$ cat src/rtl/fifo_srw.sv
// First-word-fall-through FIFO wrapped around a simultaneous read/write RAM.
// The FIFO drives the RAM write port from the push stream and the read port to the pop stream.

module ram_SRW #(
  parameter int unsigned ADDR_WIDTH = 4,
  parameter int unsigned DATA_WIDTH = 16
) (
  input  logic                  clk,
  input  logic                  ce_i,
  input  logic                  we_i,
  input  logic [ADDR_WIDTH-1:0] waddr_i,
  input  logic [DATA_WIDTH-1:0] wdata_i,
  input  logic [ADDR_WIDTH-1:0] raddr_i,
  output logic [DATA_WIDTH-1:0] rdata_o
);

  localparam int unsigned WORDS = 1 << ADDR_WIDTH;

  logic [DATA_WIDTH-1:0] mem [WORDS];

  // Registered write, zero-latency read.
  always_ff @(posedge clk) begin
    if (ce_i && we_i) mem[waddr_i] <= wdata_i;
  end

  assign rdata_o = mem[raddr_i];

endmodule

module fifo_srw #(
  parameter int unsigned DEPTH        = 16,
  parameter int unsigned DATA_WIDTH   = 16,
  parameter int unsigned PTR_WIDTH    = $clog2(DEPTH),
  parameter int unsigned AFULL_THRESH = DEPTH - 2
) (
  input  logic                         clk,
  input  logic                         reset_n,
  input  logic                         in_valid_i,
  output logic                         in_ready_o,
  input  logic [DATA_WIDTH-1:0]        in_data_i,
  output logic                         out_valid_o,
  input  logic                         out_ready_i,
  output logic [DATA_WIDTH-1:0]        out_data_o,
  output logic [$clog2(DEPTH+1)-1:0]   count_o,
  output logic                         full_o,
  output logic                         empty_o,
  output logic                         almost_full_o
);

  localparam int unsigned CNT_WIDTH = $clog2(DEPTH + 1);

  logic [PTR_WIDTH-1:0] wptr;
  logic [PTR_WIDTH-1:0] rptr;
  logic [CNT_WIDTH-1:0] cnt;
  logic                 push;
  logic                 pop;

  // reset_n is active-high despite its name; it also blocks both handshakes.
  always_comb begin
    full_o        = (cnt == CNT_WIDTH'(DEPTH));
    empty_o       = (cnt == '0);
    almost_full_o = (cnt >= CNT_WIDTH'(AFULL_THRESH));
    in_ready_o    = ~full_o & ~reset_n;
    out_valid_o   = ~empty_o & ~reset_n;
    push          = in_valid_i & in_ready_o;
    pop           = out_valid_o & out_ready_i;
  end

  assign count_o = cnt;

  always_ff @(posedge clk) begin
    if (reset_n) begin
      wptr <= '0;
      rptr <= '0;
      cnt  <= '0;
    end else begin
      if (push) wptr <= wptr + PTR_WIDTH'(1);
      if (pop)  rptr <= rptr + PTR_WIDTH'(1);
      if (push && !pop)      cnt <= cnt + CNT_WIDTH'(1);
      else if (pop && !push) cnt <= cnt - CNT_WIDTH'(1);
    end
  end

  // Push and pop together only when 0 < cnt < DEPTH, so the two addresses never collide.
  ram_SRW #(
    .ADDR_WIDTH (PTR_WIDTH),
    .DATA_WIDTH (DATA_WIDTH)
  ) u_ram (
    .clk     (clk),
    .ce_i    (1'b1),
    .we_i    (push),
    .waddr_i (wptr),
    .wdata_i (in_data_i),
    .raddr_i (rptr),
    .rdata_o (out_data_o)
  );

  logic                  stall_q;
  logic [DATA_WIDTH-1:0] stall_data_q;

  always_ff @(posedge clk) begin
    stall_q      <= in_valid_i & ~in_ready_o & ~reset_n;
    stall_data_q <= in_data_i;
  end

  // Occupancy and producer-protocol invariants.
  always_ff @(posedge clk) begin
    if (!reset_n) begin
      assert (cnt <= CNT_WIDTH'(DEPTH));
      if (cnt == CNT_WIDTH'(DEPTH)) assert (wptr == rptr);
      else                          assert (PTR_WIDTH'(cnt) == PTR_WIDTH'(wptr - rptr));
      if (stall_q && in_valid_i)    assert (in_data_i == stall_data_q);
    end
  end

endmodule

$ cat config.mk
export PLATFORM = sky130hd
export DESIGN_NAME = fifo_srw
export DESIGN_NICKNAME = d
export VERILOG_FILES = /design/src/rtl/fifo_srw.sv
export SDC_FILE = /design/constraint.sdc
export NUM_CORES = 1
export LEC_CHECK = 0
export CAP_MARGIN = 40
export CORE_UTILIZATION = 54
export CTS_BUF_LIST = sky130_fd_sc_hd__clkbuf_2 sky130_fd_sc_hd__clkbuf_4 sky130_fd_sc_hd__clkbuf_8
export CTS_CLUSTER_SIZE = 12
export DETAILED_ROUTE_END_ITERATION = 7
export GPL_TIMING_DRIVEN = 0
export PLACE_DENSITY = 0.72
export SYNTH_ARGS = -nofsm -noshare
export SYNTH_HDL_FRONTEND = slang
export SYNTH_HIERARCHICAL = 1
export SYNTH_SLANG_ARGS = --single-unit
$ cat constraint.sdc
create_clock -name clk -period 3.55 [get_ports clk]
set_input_delay 0.5325 -clock clk [delete_from_list [all_inputs] [get_ports clk]]
set_output_delay 0.5325 -clock clk [all_outputs]
set_load 0.005 [all_outputs]
==> qor.yml <==
layout:
  seqCellArea_sq_um: 7950
  fin_util_pct: 66.2
  drive_gt1_share_pct: 28.3
  fin_nets: 647
  antennaDiodeCount: 0
  fillerInstances: 1304
  area_growth_pct: 18.7
  multi_input_area_sq_um: 2450
worst_setup_path:
  end_kind: "primary output"
  cp_max_fo: 10
  r2r_cells: 10
  cp_common_cell: "buf_6"
  cp_cell_sequence: "buf_6 -> buf_6 -> mux4_1 -> a22oi_1 -> nand2_1 -> clkdlybuf4s50_1"
  worstReg2RegEnd: "count_o[4]"
  cp_slowest_cell: "mux4_1"
  rrSetupSlack_ns: 0.60
  worstReg2RegStart: "count_o[4]"
  startpoint_type: "flop"
  cp_data_required_time_ns: 3.02
  critPathArrivalTime_ns: 2.85
  critPathMaxStageDelay_ns: 0.57
  critPathKind: "flop to primary output"
sta:
  period_needed_ns: 3.38
  max_freq_mhz: 295
  finalHoldViolCount: 0
  max_slew_margin_pct: 54.9
  period_share_pct: 95.3
  setup_violations: 0
  skew_ns: 0.0260
  setup_tns_ns: 0
  fin_hold_ws_ns: 0.576
  worst_pin_slew_ns: 0.675
  rsz0062_at_grt: "false"
  finalMaxSlewViolations: 0
detailed_routing:
  totalWireLength_microns: 21700
  final_antenna_net_count: 0
  post_drt_wl_per_cell_microns: 23.8
  drt-initial-drc-count: 488
  via_per_inst: 5.96
  first_pass_iters: 5
  drc: 0
  via_count: 5434
synth:
  synth_most_common_cell: "edfxtp_1"
  yosys-top-cells-count: "edfxtp_1, mux4_2, nor2_1"
  synth_area_leader_cell: "edfxtp_1"
  async_flop_share_pct: 0
  synth_seq_cells: 269
  syn-instance-count: 506
  synth.avg_cell_area_sq_um: 20.8
  seq_area_frac_synth_pct: 75.4
  yosysWarnings: 6
  ys.flop_type: "edfxtp_1"
  synth_edf_count: 256
  syn_area_sq_um: 10500
  ys_types: 43
  synthTopCellsByArea: "edfxtp_1, mux4_2, mux4_1"
  synth_top_area_share_pct: 72.9
grt:
  antenna_found_initial: 0
  grt_max_degree: 17
  track_usage_pct: 23.0
  grt_pass1_vias: 5656
  overflow: 0
  grt_pass1_wl_microns: 32900
hold_path:
  hold_start: "count_o[3]"
  holdPathStages: 2
  hold_path.class: "flop to flop"
  min_to: "count_o[3]"
placed_design:
  portBuffers: 45
  dp_hpwl_microns: 13900
  gp_routability_congestion: 0.772
clocking:
  cts_max_level: 2
  clockBufferDepth: 3
  post-cts-setup-buffers: 0
  cts_tree: "done"
  cts_made_buffers: 44
  clock_latency_ns: 0.56
  cts-root-buf: "clkbuf_8"
  path_clk_slew_ns: 0.06
  cts.sinks: 269
die:
  coreArea_sq_um: 18900
  initial_utilization_pct: 55.8
  io_pins: 46
  dieHeight_microns: 142
  dieArea_sq_um: 20100
  row_count: 50
  die_w_microns: 142
power:
  ir_drop_mv: 0.477
  p_per_area_nw_per_um2: 628
  cellLeakagePower_uw: 0.00407
status:
  status: "complete, no violations"
flow_run:
  maxCapViolCount: 0
## metal layers
| metal | share of wire [%] | global-route usage [%] | vias to the layer above |
|---|---|---|---|
| li1 | - | - | 2330 |
| met1 | 41 | 31.2 | 2847 |
| met2 | 49 | 37.3 | 222 |
| met3 | 7.5 | 5.10 | 35 |
| met4 | 1.9 | 8.15 | 0 |
| met5 | 0 | 0 | - |
## through the flow
| step | setup WS [ns] | total power [uW] | instance area [sq um] | instances |
|---|---|---|---|---|
| floorplan | 0.489 | 4660 | 10600 | 509 |
| global placement | -1.25 | 5170 | 11300 | 814 |
| detailed placement | 0.0250 | 5220 | 11600 | 833 |
| CTS | 0.0635 | 7930 | 12500 | 910 |
| global route | 0.0415 | 8190 | 12500 | 911 |
| finish | 0.166 | 7860 | 12500 | 911 |
## placed cells by master, fill, tap and decap left out, drive strengths merged, types with 13 or more instances in the layout
cell type      instances
nor2                  35
clkdlybuf4s50         45
buf                   36
dfxtp                 13
edfxtp               256
nand2                 19
a22oi                 32
mux4                  64
clkinv                19
clkbuf                58
## power breakdown
part	total, uW	switching, uW	internal, uW
clock	2710	1170	1540
combinational	1530	710	822
sequential	3620	76.9	3540
## registers in the layout, summed over array words and instances, names as in the netlist
| signal | cells |
|---|---|
| count_o | 5 |
| u_ram/mem | 256 |
| wptr | 4 |
| rptr | 4 |
## how the worst max path moves through the flow
stage / from / end / slack [ns]
6_report: rptr[0] / out_data_o[4] / 0.17
4_1_cts: rptr[2] / out_data_o[13] / 0.06
5_1_grt: rptr[0] / out_data_o[4] / 0.04
2_1_floorplan: count_o[4] / u_ram/mem[0][0] / 0.49
3_5_place_dp: reset_n / u_ram/mem[8][14] / 0.02
3_3_place_gp: reset_n / u_ram/mem[0][8] / -1.25
## logic make-up after synthesis
| logic type | share of synthesized area (%) |
|---|---|
| compound gates | 3.29 |
| xor+xnor | 0.665 |
| fa+ha+maj | 0.902 |
| buf+inv | 1.91 |
| flops | 75.4 |
| mux | 14.4 |
| other cells | 0.0356 |
| simple gates | 3.37 |
## repair_timing
action | CTS | global route
gates resized for setup | 2 | 1
hold buffers | 0 | 0
setup endpoints to repair | 7 | 10
## worst max-delay path: cells and delay by family (launching register included)
family,cells,cell delay (ns)
and+or+nand+nor,1,0.14
DFF,1,0.40
muxes,1,0.57
buffers and inverters,3,0.89
AOI/OAI and AO/OA,1,0.28
## layout make-up
class | instances | share of cell area (%)
Clock inverter | 25 | 1.75
Multi-Input combinational cell | 210 | 19.6
Inverter | 5 | 0.150
Timing Repair Buffer | 65 | 5.58
Tap cell | 260 | 2.60
Buffer | 25 | 1.44
Clock buffer | 52 | 5.32
Sequential cell | 269 | 63.5
Note: power is estimated with default switching activity, not from simulation.
